--- config.mk ---
export PLATFORM = sky130hd
export DESIGN_NAME = sram2rw_port_ctrl_flat
export DESIGN_NICKNAME = d
export VERILOG_FILES = /design/src/rtl/sram_ctrl_pkg.sv /design/src/rtl/sram2rw_port_ctrl_if.sv /design/src/rtl/sram_resp_fifo.sv /design/src/rtl/sram2rw_port_ctrl.sv /design/src/flat_wrapper.sv
export SDC_FILE = /design/constraint.sdc
export NUM_CORES = 1
export LEC_CHECK = 0
export ABC_AREA = 1
export ABC_CLOCK_PERIOD_IN_PS = 7500
export CORE_MARGIN = 2
export CORE_UTILIZATION = 34
export DETAILED_ROUTE_END_ITERATION = 8
export GPL_ROUTABILITY_DRIVEN = 0
export PLACE_DENSITY_LB_ADDON = 0.15
export SLEW_MARGIN = 20
export SYNTH_ARGS = -nofsm -noshare
export SYNTH_HDL_FRONTEND = slang
export SYNTH_SLANG_ARGS = --single-unit
--- constraint.sdc ---
create_clock -name clock -period 7.5 [get_ports clock]
set_input_delay 1.5 -clock clock [delete_from_list [all_inputs] [get_ports clock]]
set_output_delay 1.5 -clock clock [all_outputs]
set_load 0.01 [all_outputs]
--- src/rtl/sram_ctrl_pkg.sv ---
// rtl/sram_ctrl_pkg.sv - shared types, width defaults and helpers for the two-port SRAM initiator
//
// Contents:
//   ADDR_W_DEF / DATA_W_DEF / RESP_DEPTH_DEF : default geometry of the 64 x 24 macro
//   port_req_t                               : one request (write, addr, wdata)
//   cnt_w()                                  : width of a count that must reach depth
//   CNT_W_DEF                                : FIFO count width for the default depth
package sram_ctrl_pkg;

    localparam int ADDR_W_DEF     = 6;
    localparam int DATA_W_DEF     = 24;
    localparam int RESP_DEPTH_DEF = 2;

    typedef struct packed {
        logic                  write;
        logic [ADDR_W_DEF-1:0] addr;
        logic [DATA_W_DEF-1:0] wdata;
    } port_req_t;

    // A count of 0..depth inclusive needs one more code than depth entries.
    function automatic int cnt_w(input int depth);
        return $clog2(depth + 1);
    endfunction

    localparam int CNT_W_DEF = cnt_w(RESP_DEPTH_DEF);

endpackage

--- src/rtl/sram2rw_port_ctrl_if.sv ---
// rtl/sram2rw_port_ctrl_if.sv - one request/response channel of the two-port SRAM initiator
//
// Signals:
//   req_valid/req_ready/req_write/req_addr/req_wdata : request handshake
//   resp_valid/resp_ready/resp_rdata                 : read response handshake
// Modports:
//   master : the requester (cache/tag logic)
//   slave  : the controller
interface sram2rw_port_ctrl_if
    import sram_ctrl_pkg::*;
#(
    parameter int ADDR_W = ADDR_W_DEF,
    parameter int DATA_W = DATA_W_DEF
);
    logic              req_valid;
    logic              req_ready;
    logic              req_write;
    logic [ADDR_W-1:0] req_addr;
    logic [DATA_W-1:0] req_wdata;
    logic              resp_valid;
    logic              resp_ready;
    logic [DATA_W-1:0] resp_rdata;

    modport master (
        output req_valid, req_write, req_addr, req_wdata, resp_ready,
        input  req_ready, resp_valid, resp_rdata
    );

    modport slave (
        input  req_valid, req_write, req_addr, req_wdata, resp_ready,
        output req_ready, resp_valid, resp_rdata
    );

endinterface

--- src/rtl/sram_resp_fifo.sv ---
// rtl/sram_resp_fifo.sv - first-word fall-through response FIFO with occupancy count
//
// Ports:
//   clock, reset_n      : clock, asynchronous active-low reset
//   push, push_data     : write side (never pushed while full; caller enforces credits)
//   pop                 : consume the word presented on out_data
//   out_valid, out_data : head of queue; a push into an empty FIFO shows up the same cycle
//   count               : stored entries (a same-cycle fall-through word is not counted)
module sram_resp_fifo #(
    parameter int DATA_W = 24,
    parameter int DEPTH  = 2,
    parameter int CNT_W  = 2
) (
    input  logic              clock,
    input  logic              reset_n,
    input  logic              push,
    input  logic [DATA_W-1:0] push_data,
    input  logic              pop,
    output logic              out_valid,
    output logic [DATA_W-1:0] out_data,
    output logic [CNT_W-1:0]  count
);

    localparam int PTR_W = (DEPTH > 1) ? $clog2(DEPTH) : 1;

    logic [DATA_W-1:0] mem [DEPTH];
    logic [PTR_W-1:0]  wr_ptr;
    logic [PTR_W-1:0]  rd_ptr;
    logic              empty;
    logic              store;
    logic              drain;

    function automatic logic [PTR_W-1:0] ptr_inc(input logic [PTR_W-1:0] p);
        return (p == PTR_W'(DEPTH - 1)) ? '0 : p + PTR_W'(1);
    endfunction

    assign empty     = (count == '0);
    assign out_valid = ~empty | push;
    // Zero when idle so the response data reads 0 out of reset.
    assign out_data  = ~empty ? mem[rd_ptr] : (push ? push_data : '0);

    // Push and pop on an empty FIFO is a pure pass-through: nothing is stored.
    assign store = push & ~(empty & pop);
    assign drain = pop & ~empty;

    always_ff @(posedge clock or negedge reset_n) begin
        if (!reset_n) begin
            wr_ptr <= '0;
            rd_ptr <= '0;
            count  <= '0;
        end else begin
            if (store) wr_ptr <= ptr_inc(wr_ptr);
            if (drain) rd_ptr <= ptr_inc(rd_ptr);
            count <= count + CNT_W'(store) - CNT_W'(drain);
        end
    end

    always_ff @(posedge clock) begin
        if (store) mem[wr_ptr] <= push_data;
    end

endmodule

--- src/rtl/sram2rw_port_ctrl.sv ---
// rtl/sram2rw_port_ctrl.sv - dual valid/ready initiator for a two-port 64x24 SRAM macro
//
// Ports:
//   clock, reset_n       : sole clock (also the macro clock), asynchronous active-low reset
//   a, b                 : request/response channels; a drives macro port 1, b drives port 2
//   sram_csb1/2          : macro chip select, active-low
//   sram_web1/2          : macro write enable, active-low
//   sram_oeb1/2          : macro read enable, active-low
//   sram_a1/2, sram_i1/2 : macro address / write data (hold last value when idle)
//   sram_o1/2            : macro registered read data (valid the cycle after a read)
// Build option:
//   SRAM_CTRL_BYPASS_EN  : a same-cycle, same-address read/write across ports returns the
//                          write data instead of the macro's old data
module sram2rw_port_ctrl
    import sram_ctrl_pkg::*;
#(
    parameter int ADDR_W     = ADDR_W_DEF,
    parameter int DATA_W     = DATA_W_DEF,
    parameter int RESP_DEPTH = RESP_DEPTH_DEF
) (
    input  logic                 clock,
    input  logic                 reset_n,
    sram2rw_port_ctrl_if.slave   a,
    sram2rw_port_ctrl_if.slave   b,
    output logic                 sram_csb1,
    output logic                 sram_web1,
    output logic                 sram_oeb1,
    output logic [ADDR_W-1:0]    sram_a1,
    output logic [DATA_W-1:0]    sram_i1,
    input  logic [DATA_W-1:0]    sram_o1,
    output logic                 sram_csb2,
    output logic                 sram_web2,
    output logic                 sram_oeb2,
    output logic [ADDR_W-1:0]    sram_a2,
    output logic [DATA_W-1:0]    sram_i2,
    input  logic [DATA_W-1:0]    sram_o2
);

    localparam int CNT_W = cnt_w(RESP_DEPTH);

    logic              a_ready, b_ready;
    logic              a_acc, b_acc;
    logic              a_inflight, b_inflight;
    logic              a_pop, b_pop;
    logic [CNT_W-1:0]  a_cnt, b_cnt;
    logic [CNT_W:0]    a_occ, b_occ;
    logic              same_addr, collision;
    logic [ADDR_W-1:0] a_addr_q, b_addr_q;
    logic [DATA_W-1:0] a_wdata_q, b_wdata_q;
    logic [DATA_W-1:0] a_push_data, b_push_data;

    // Credits: stored responses plus the read whose data lands next cycle. A pop this
    // cycle frees its slot immediately, so ready can rise while a response drains.
    assign a_occ = {1'b0, a_cnt} + (CNT_W+1)'(a_inflight) - (CNT_W+1)'(a_pop);
    assign b_occ = {1'b0, b_cnt} + (CNT_W+1)'(b_inflight) - (CNT_W+1)'(b_pop);

    // Two writes to one word in one cycle: port a wins, port b retries next cycle.
    assign same_addr = (a.req_addr == b.req_addr);
    assign collision = a.req_valid & b.req_valid & a.req_write & b.req_write & same_addr;

    assign a_ready = reset_n & (a_occ < (CNT_W+1)'(RESP_DEPTH));
    assign b_ready = reset_n & (b_occ < (CNT_W+1)'(RESP_DEPTH)) & ~collision;

    assign a.req_ready = a_ready;
    assign b.req_ready = b_ready;
    assign a_acc = a.req_valid & a_ready;
    assign b_acc = b.req_valid & b_ready;

    // Macro drive: strobes only in the accept cycle; address/data hold when idle.
    assign sram_csb1 = ~a_acc;
    assign sram_web1 = ~(a_acc & a.req_write);
    assign sram_oeb1 = ~(a_acc & ~a.req_write);
    assign sram_a1   = a_acc ? a.req_addr : a_addr_q;
    assign sram_i1   = (a_acc & a.req_write) ? a.req_wdata : a_wdata_q;

    assign sram_csb2 = ~b_acc;
    assign sram_web2 = ~(b_acc & b.req_write);
    assign sram_oeb2 = ~(b_acc & ~b.req_write);
    assign sram_a2   = b_acc ? b.req_addr : b_addr_q;
    assign sram_i2   = (b_acc & b.req_write) ? b.req_wdata : b_wdata_q;

    always_ff @(posedge clock or negedge reset_n) begin
        if (!reset_n) begin
            a_inflight <= 1'b0;
            b_inflight <= 1'b0;
            a_addr_q   <= '0;
            b_addr_q   <= '0;
            a_wdata_q  <= '0;
            b_wdata_q  <= '0;
        end else begin
            a_inflight <= a_acc & ~a.req_write;
            b_inflight <= b_acc & ~b.req_write;
            if (a_acc)               a_addr_q  <= a.req_addr;
            if (b_acc)               b_addr_q  <= b.req_addr;
            if (a_acc & a.req_write) a_wdata_q <= a.req_wdata;
            if (b_acc & b.req_write) b_wdata_q <= b.req_wdata;
        end
    end

`ifdef SRAM_CTRL_BYPASS_EN
    logic              a_byp_q, b_byp_q;
    logic [DATA_W-1:0] a_byp_data, b_byp_data;

    // The macro returns old data on a read/write race; remember the racing write so the
    // response can carry the new word instead.
    always_ff @(posedge clock or negedge reset_n) begin
        if (!reset_n) begin
            a_byp_q    <= 1'b0;
            b_byp_q    <= 1'b0;
            a_byp_data <= '0;
            b_byp_data <= '0;
        end else begin
            a_byp_q    <= a_acc & ~a.req_write & b_acc & b.req_write & same_addr;
            b_byp_q    <= b_acc & ~b.req_write & a_acc & a.req_write & same_addr;
            a_byp_data <= b.req_wdata;
            b_byp_data <= a.req_wdata;
        end
    end

    assign a_push_data = a_byp_q ? a_byp_data : sram_o1;
    assign b_push_data = b_byp_q ? b_byp_data : sram_o2;
`else
    assign a_push_data = sram_o1;
    assign b_push_data = sram_o2;
`endif

    assign a_pop = a.resp_valid & a.resp_ready;
    assign b_pop = b.resp_valid & b.resp_ready;

    sram_resp_fifo #(.DATA_W(DATA_W), .DEPTH(RESP_DEPTH), .CNT_W(CNT_W)) u_a_fifo (
        .clock     (clock),
        .reset_n   (reset_n),
        .push      (a_inflight),
        .push_data (a_push_data),
        .pop       (a_pop),
        .out_valid (a.resp_valid),
        .out_data  (a.resp_rdata),
        .count     (a_cnt)
    );

    sram_resp_fifo #(.DATA_W(DATA_W), .DEPTH(RESP_DEPTH), .CNT_W(CNT_W)) u_b_fifo (
        .clock     (clock),
        .reset_n   (reset_n),
        .push      (b_inflight),
        .push_data (b_push_data),
        .pop       (b_pop),
        .out_valid (b.resp_valid),
        .out_data  (b.resp_rdata),
        .count     (b_cnt)
    );

endmodule
--- src/flat_wrapper.sv ---
// flat-port wrapper written by rule: the top's interface ports become plain ports
module sram2rw_port_ctrl_flat import sram_ctrl_pkg::*;
#(
    parameter int ADDR_W     = ADDR_W_DEF,
    parameter int DATA_W     = DATA_W_DEF,
    parameter int RESP_DEPTH = RESP_DEPTH_DEF
)
  (clock, reset_n, sram_csb1, sram_web1, sram_oeb1, sram_a1, sram_i1, sram_o1, sram_csb2, sram_web2, sram_oeb2, sram_a2, sram_i2, sram_o2, a_req_valid, a_req_write, a_req_addr, a_req_wdata, a_resp_ready, a_req_ready, a_resp_valid, a_resp_rdata, b_req_valid, b_req_write, b_req_addr, b_req_wdata, b_resp_ready, b_req_ready, b_resp_valid, b_resp_rdata);
  sram2rw_port_ctrl_if #(.ADDR_W(ADDR_W), .DATA_W(DATA_W)) a_i ();
  sram2rw_port_ctrl_if #(.ADDR_W(ADDR_W), .DATA_W(DATA_W)) b_i ();
  input  logic clock;
  input  logic reset_n;
  output logic sram_csb1;
  output logic sram_web1;
  output logic sram_oeb1;
  output logic [ADDR_W-1:0] sram_a1;
  output logic [DATA_W-1:0] sram_i1;
  input  logic [DATA_W-1:0] sram_o1;
  output logic sram_csb2;
  output logic sram_web2;
  output logic sram_oeb2;
  output logic [ADDR_W-1:0] sram_a2;
  output logic [DATA_W-1:0] sram_i2;
  input  logic [DATA_W-1:0] sram_o2;
  input wire logic [$bits(a_i.req_valid)-1:0] a_req_valid;
  input wire logic [$bits(a_i.req_write)-1:0] a_req_write;
  input wire logic [$bits(a_i.req_addr)-1:0] a_req_addr;
  input wire logic [$bits(a_i.req_wdata)-1:0] a_req_wdata;
  input wire logic [$bits(a_i.resp_ready)-1:0] a_resp_ready;
  output wire logic [$bits(a_i.req_ready)-1:0] a_req_ready;
  output wire logic [$bits(a_i.resp_valid)-1:0] a_resp_valid;
  output wire logic [$bits(a_i.resp_rdata)-1:0] a_resp_rdata;
  input wire logic [$bits(b_i.req_valid)-1:0] b_req_valid;
  input wire logic [$bits(b_i.req_write)-1:0] b_req_write;
  input wire logic [$bits(b_i.req_addr)-1:0] b_req_addr;
  input wire logic [$bits(b_i.req_wdata)-1:0] b_req_wdata;
  input wire logic [$bits(b_i.resp_ready)-1:0] b_resp_ready;
  output wire logic [$bits(b_i.req_ready)-1:0] b_req_ready;
  output wire logic [$bits(b_i.resp_valid)-1:0] b_resp_valid;
  output wire logic [$bits(b_i.resp_rdata)-1:0] b_resp_rdata;
  assign a_i.req_valid = a_req_valid;
  assign a_i.req_write = a_req_write;
  assign a_i.req_addr = a_req_addr;
  assign a_i.req_wdata = a_req_wdata;
  assign a_i.resp_ready = a_resp_ready;
  assign a_req_ready = a_i.req_ready;
  assign a_resp_valid = a_i.resp_valid;
  assign a_resp_rdata = a_i.resp_rdata;
  assign b_i.req_valid = b_req_valid;
  assign b_i.req_write = b_req_write;
  assign b_i.req_addr = b_req_addr;
  assign b_i.req_wdata = b_req_wdata;
  assign b_i.resp_ready = b_resp_ready;
  assign b_req_ready = b_i.req_ready;
  assign b_resp_valid = b_i.resp_valid;
  assign b_resp_rdata = b_i.resp_rdata;
  sram2rw_port_ctrl #(.ADDR_W(ADDR_W), .DATA_W(DATA_W), .RESP_DEPTH(RESP_DEPTH)) u_core (.clock(clock), .reset_n(reset_n), .a(a_i), .b(b_i), .sram_csb1(sram_csb1), .sram_web1(sram_web1), .sram_oeb1(sram_oeb1), .sram_a1(sram_a1), .sram_i1(sram_i1), .sram_o1(sram_o1), .sram_csb2(sram_csb2), .sram_web2(sram_web2), .sram_oeb2(sram_oeb2), .sram_a2(sram_a2), .sram_i2(sram_i2), .sram_o2(sram_o2));
endmodule
# Word level (Yosys, flattened, before mapping)
# Memory sizes are Yosys's and may differ from the RTL's.
# Cells that the tools add are included.
# word_totals
register_bits,70
ramBits,96
in_bits,116
output_inout_bits,118
elab_cells,83
memories,2
# memory_table
name,words,word_bits,read_ports,rd_ports_with_merged_regs,wr,line_no,text
u_core.u_a_fifo.mem,2,24,1,0,1,sram_resp_fifo.sv:26,logic [DATA_W-1:0] mem [DEPTH];
u_core.u_b_fifo.mem,2,24,1,0,1,sram_resp_fifo.sv:26,
# classes
add_sub_neg,12
n_lt_le_gt_ge,2
eq_ne,1
muxes,16
bitwise_logic,36
n_reduce_logical,2
# op_table
op,count
two-way mux 24 bit,6
AND 1 bit,21
inverter 1 bit,13
two-way mux 6 bit,2
two-way mux 1 bit,8
adder 2 x 1 -> 3 bit,2
equality test 6 bit,1
"less-than comparator 3 x 2 -> 1 bit, second input constant",2
subtractor 3 x 1 -> 3 bit,2
"adder 1 bit, second input constant",4
adder 2 x 1 -> 2 bit,2
zero test 2 bit,2
subtractor 2 x 1 -> 2 bit,2
OR 1 bit,2

# Logic depth before layout (Yosys ltp)
# logic_depth
word_depth,11
depth_mapped,15
ltp_nobuf,13

# Cells and area by module
# A second synthesis with hierarchy kept.
# unflattened
hier_cells,787
area_unflattened_um2,7577.3
# by_module_without_submodules
mod,instances,cells_per_inst,area_per_inst_um2,seq_area_each_um2
sram_resp_fifo,2,235,2383.5,1541.5
sram2rw_port_ctrl,1,317,2810.2,1551.5

# Least setup slack after synthesis
# Ideal clock, no wire load.
# synth_timing
path_kind,input port to output port
startpoint,input port a_resp_ready
endpoint,output port sram_a1[0]
arrival_time_ns,3.335
t_required_ns,6.000
path_slack_ns,2.665
cell_stages,13
n_path_buf,1
cell_sequence,inv_1 -> a21oi_1 -> ha_1 -> inv_1 -> nand2_1 -> fa_1 -> nand2_1 -> a21oi_1 -> nand2_2 -> nor2_8 -> inv_2 -> buf_4 -> o21ai_1
# synth_between
elab_chain_cells,6
# synth_lines
element,line_no,text
from (decl),flat_wrapper.sv:29,input wire logic [$bits(a_i.resp_ready)-1:0] a_resp_ready;
AND 1 bit,sram2rw_port_ctrl.sv:127,assign a_pop = a.resp_valid & a.resp_ready;
subtractor 3 x 1 -> 3 bit,sram2rw_port_ctrl.sv:54,"assign a_occ = {1'b0, a_cnt} + (CNT_W+1)'(a_inflight) - (CNT_W+1)'(a_pop);"
less-than comparator 3 x 2 -> 1 bit,sram2rw_port_ctrl.sv:61,assign a_ready = reset_n & (a_occ < (CNT_W+1)'(RESP_DEPTH));
AND 1 bit,sram2rw_port_ctrl.sv:61,
AND 1 bit,sram2rw_port_ctrl.sv:66,assign a_acc = a.req_valid & a_ready;
two-way mux 6 bit,sram2rw_port_ctrl.sv:73,assign sram_a1 = a_acc ? a.req_addr : a_addr_q;
to (decl),flat_wrapper.sv:16,output logic [ADDR_W-1:0] sram_a1;
# Every way passes these cells.

# Worst setup path after layout
# layout_timing
startpoint,input port b_resp_ready
endpoint,output port sram_oeb2
# layout_between
elab_chain_cells,8
# layout_lines
element,line_no,text
from (decl),flat_wrapper.sv:37,input wire logic [$bits(b_i.resp_ready)-1:0] b_resp_ready;
AND 1 bit,sram2rw_port_ctrl.sv:128,assign b_pop = b.resp_valid & b.resp_ready;
subtractor 3 x 1 -> 3 bit,sram2rw_port_ctrl.sv:55,"assign b_occ = {1'b0, b_cnt} + (CNT_W+1)'(b_inflight) - (CNT_W+1)'(b_pop);"
less-than comparator 3 x 2 -> 1 bit,sram2rw_port_ctrl.sv:62,assign b_ready = reset_n & (b_occ < (CNT_W+1)'(RESP_DEPTH)) & ~collision;
AND 1 bit (2 in a row),sram2rw_port_ctrl.sv:62,
AND 1 bit,sram2rw_port_ctrl.sv:67,assign b_acc = b.req_valid & b_ready;
AND 1 bit,sram2rw_port_ctrl.sv:78,assign sram_oeb2 = ~(b_acc & ~b.req_write);
inverter 1 bit,sram2rw_port_ctrl.sv:78,
to (decl),flat_wrapper.sv:21,output logic sram_oeb2;
# Every way passes these cells.

==> results.json <==
{
  "dpl.hpwl_um": 12200,
  "nFillCells": 1947,
  "grt_pass1_wl_um": 30200,
  "synth.distinct_cells": 30,
  "max_freq_ghz": 0.158,
  "dr.pass1.iters": 4,
  "antenna_found_initial": 0,
  "root_buffer": "clkbuf_16",
  "syn_area_per_cell_um2": 10.5,
  "rsz0062_at_grt": "false",
  "final_layout_size_suffix_gt1_frac": 0.0741,
  "clk_latency_ps": 430,
  "cp_slowest_stage_delay_ps": 630,
  "start_util": 0.344,
  "drv_cap": 0,
  "report.final.slew_viol_count": 0,
  "path_buf_inv": 5,
  "cts_made_buffers": 17,
  "finalWorstSetupSlack_ps": 1160,
  "vias": 5671,
  "cts_setup_buffers": 0,
  "cts.sinks": 166,
  "cpLargestDelayFamily": "simple AND/OR/NAND/NOR gates",
  "path_class": "in -> out",
  "end_kind": "output pin",
  "cts_max_level": 4,
  "slowest_stage": "nor2_4",
  "pre_cts_ws_ps": 1120,
  "skew_ps": 14.1,
  "relSlewSlack": 0.395,
  "cts_tree": "done",
  "period_share": 0.845,
  "avgViaCountPerCell": 4.75,
  "drt_iter0_markers": 216,
  "grtUsageTotal": 0.173,
  "yosysSeqAreaShare": 0.646,
  "tightestPinTransition_ps": 906,
  "grt_pass1_vias": 5821,
  "utilization": 0.495,
  "postCtsResizedCells": 0,
  "ys.warnings.count": 0,
  "num_rows": 53,
  "multiInputGateArea_mm2": 0.00221,
  "wl_per_cell_um": 15.8,
  "crit_arrival_ps": 4840,
  "synth_nets": 808,
  "die_w_um": 149,
  "die_y_um": 149,
  "drt.antenna.violating_nets": 0,
  "setup_viol": 0,
  "status": "finished, final reports clean",
  "finalInstanceArea_mm2": 0.0103,
  "die_area_mm2": 0.0223,
  "ios": 234,
  "grt_start_max_net_pins": 53,
  "coreArea_mm2": 0.0209,
  "seqCellArea_mm2": 0.00463,
  "antenna_cells": 0,
  "ys_ff_latch": 166,
  "hold_viol_final": 0,
  "final.setup.tns_ps": 0,
  "routed_wl_um": 18900,
  "syn_area_mm2": 0.00718,
  "p_leak_uw": 0.00410,
  "holdBufCountCts": 0,
  "crit_chain": "clkdlybuf4s50_1 > inv_1 > a21oi_1 > ha_1 > inv_1 > nand2_1 > fa_1 > nand2_1 > a21oi_1 > o21ai_1 > nor2_4 > nand2_4 > nor2_2 > inv_2 > clkdlybuf4s50_1",
  "startpoint_type": "input pin",
  "synthCells": 684,
  "area_delta_synth_final_pct": 44.0,
  "cp_max_fo": 32,
  "hold_path_class": "reg -> reg",
  "vdd_drop_max_mv": 0.171,
  "cts.path.max_buffers": 2,
  "fin_nets": 1029,
  "overflow": 0,
  "cp.required_ps": 6000,
  "post-route-drc-count": 0,
  "clkTransAtPathRegs_ps": 60,
  "powerDensity_mw_per_mm2": 380,
  "fin_crit_ps": 6340,
  "numPortBuffers": 233,
  "placed_cell_area_mm2": 0.00974
}
worst register-to-register path, cell delays in order, from the launching register on:
cell and delay [ps]:
dfrtp_1 450, nor2_4 120, buf_4 430, a21oi_1 130, ha_1 290, inv_1 50, nand2_1 50, fa_1 490
nand2_1 50, a21oi_1 120, o21ai_1 120, nor2_4 630, nand2_4 230, nand2_1 130, nand2_1 70
metrics by stage:
step           instances  total power, uW  hold slack [ps]
6_report            1193             3930              469
5_1_grt             1193             4190              487
4_1_cts             1193             3990              473
3_5_place_dp        1161             3090              454
3_3_place_gp        1161             3090              452
2_1_floorplan        684             2120              485
kinds of logic (layout without fill, tap and decap cells):
family | Yosys count | after routing | synth area share
DFF | 166 | 166 | 0.646
xor gates and xnor gates | 9 | 9 | 0.0110
and+or+nand+nor | 342 | 342 | 0.211
AOI/OAI and AO/OA | 84 | 84 | 0.0675
adders and majority gates | 8 | 8 | 0.0160
buffers and inverters | 75 | 309 | 0.0483
Yosys cell counts, drive strengths merged:
cell type | count | area share
a21oi | 5 | 0.0035
buf | 21 | 0.020
clkbuf | 23 | 0.012
dfrtp | 70 | 0.24
edfxtp | 96 | 0.40
fa | 2 | 0.0056
ha | 6 | 0.010
inv | 31 | 0.016
nand2 | 146 | 0.078
nand3 | 80 | 0.056
nand4 | 25 | 0.024
nor2 | 90 | 0.052
o21ai | 55 | 0.039
o31ai | 24 | 0.025
or2 | 1 | 0.00087
xnor2 | 3 | 0.0037
xor2 | 6 | 0.0073
area by class of cell:
cell class              count  share of cell area
clock buffers              18              0.0415
clock inverters            14              0.0161
inverters                  31              0.0113
multi-input cells         443               0.214
flip-flops and latches    166               0.449
well taps                 275              0.0333
repair buffers            246               0.235
routing by layer:
layer	wire (um)	track usage	vias to the layer above	share of wire
met5	0	0	-	0
met4	202	0.0500	0	0.011
met3	1510	0.0602	15	0.080
met2	8870	0.275	182	0.47
met1	8320	0.226	2686	0.44
li1	-	-	2788	-
power breakdown:
part,internal (uW),switching [uW],leakage (uW)
clock,475,403,0.000278
sequential,1170,85.1,0.00174
combinational,870,929,0.00208
registers in the layout, summed over array words and instances, names as in the netlist, 2 cells and up:
name and cells:
u_core.a_addr_q 6, u_core.a_wdata_q 24, u_core.b_addr_q 6, u_core.b_wdata_q 24, u_core.u_a_fifo.count 2, u_core.u_a_fifo.mem 48, u_core.u_b_fifo.count 2, u_core.u_b_fifo.mem 48
worst paths after layout:
kind | from | endpoint | slack, ps | cells after the start
worst min register to register | u_core.b_addr_q[4] | u_core.b_addr_q[4] | 470 | 2
worst min-delay path | u_core.b_addr_q[4] | u_core.b_addr_q[4] | 470 | 2
worst max register to register | u_core.u_b_fifo.count[1] | u_core.b_addr_q[5] | 4030 | 14
min in group asynchronous | reset_n | u_core.b_wdata_q[11] | 990 | 1
worst max-delay path | b_resp_ready | sram_oeb2 | 1160 | 15
max in group asynchronous | reset_n | u_core.a_inflight | 5550 | 2
placed cells by master (no fill, tap or decap), types with 7 or more instances in the layout:
cell type and n:
nand3_1 79, inv_1 26, o31ai_1 24, nor2_1 78, o21ai_1 7, buf_4 14
nor2_2 9, o21ai_0 47, nand2_1 143, edfxtp_1 96, dfrtp_1 70, nand4_1 24
clkbuf_16 17, clkdlybuf4s50_1 232
No activity file was read; power rests on OpenSTA's default activity.
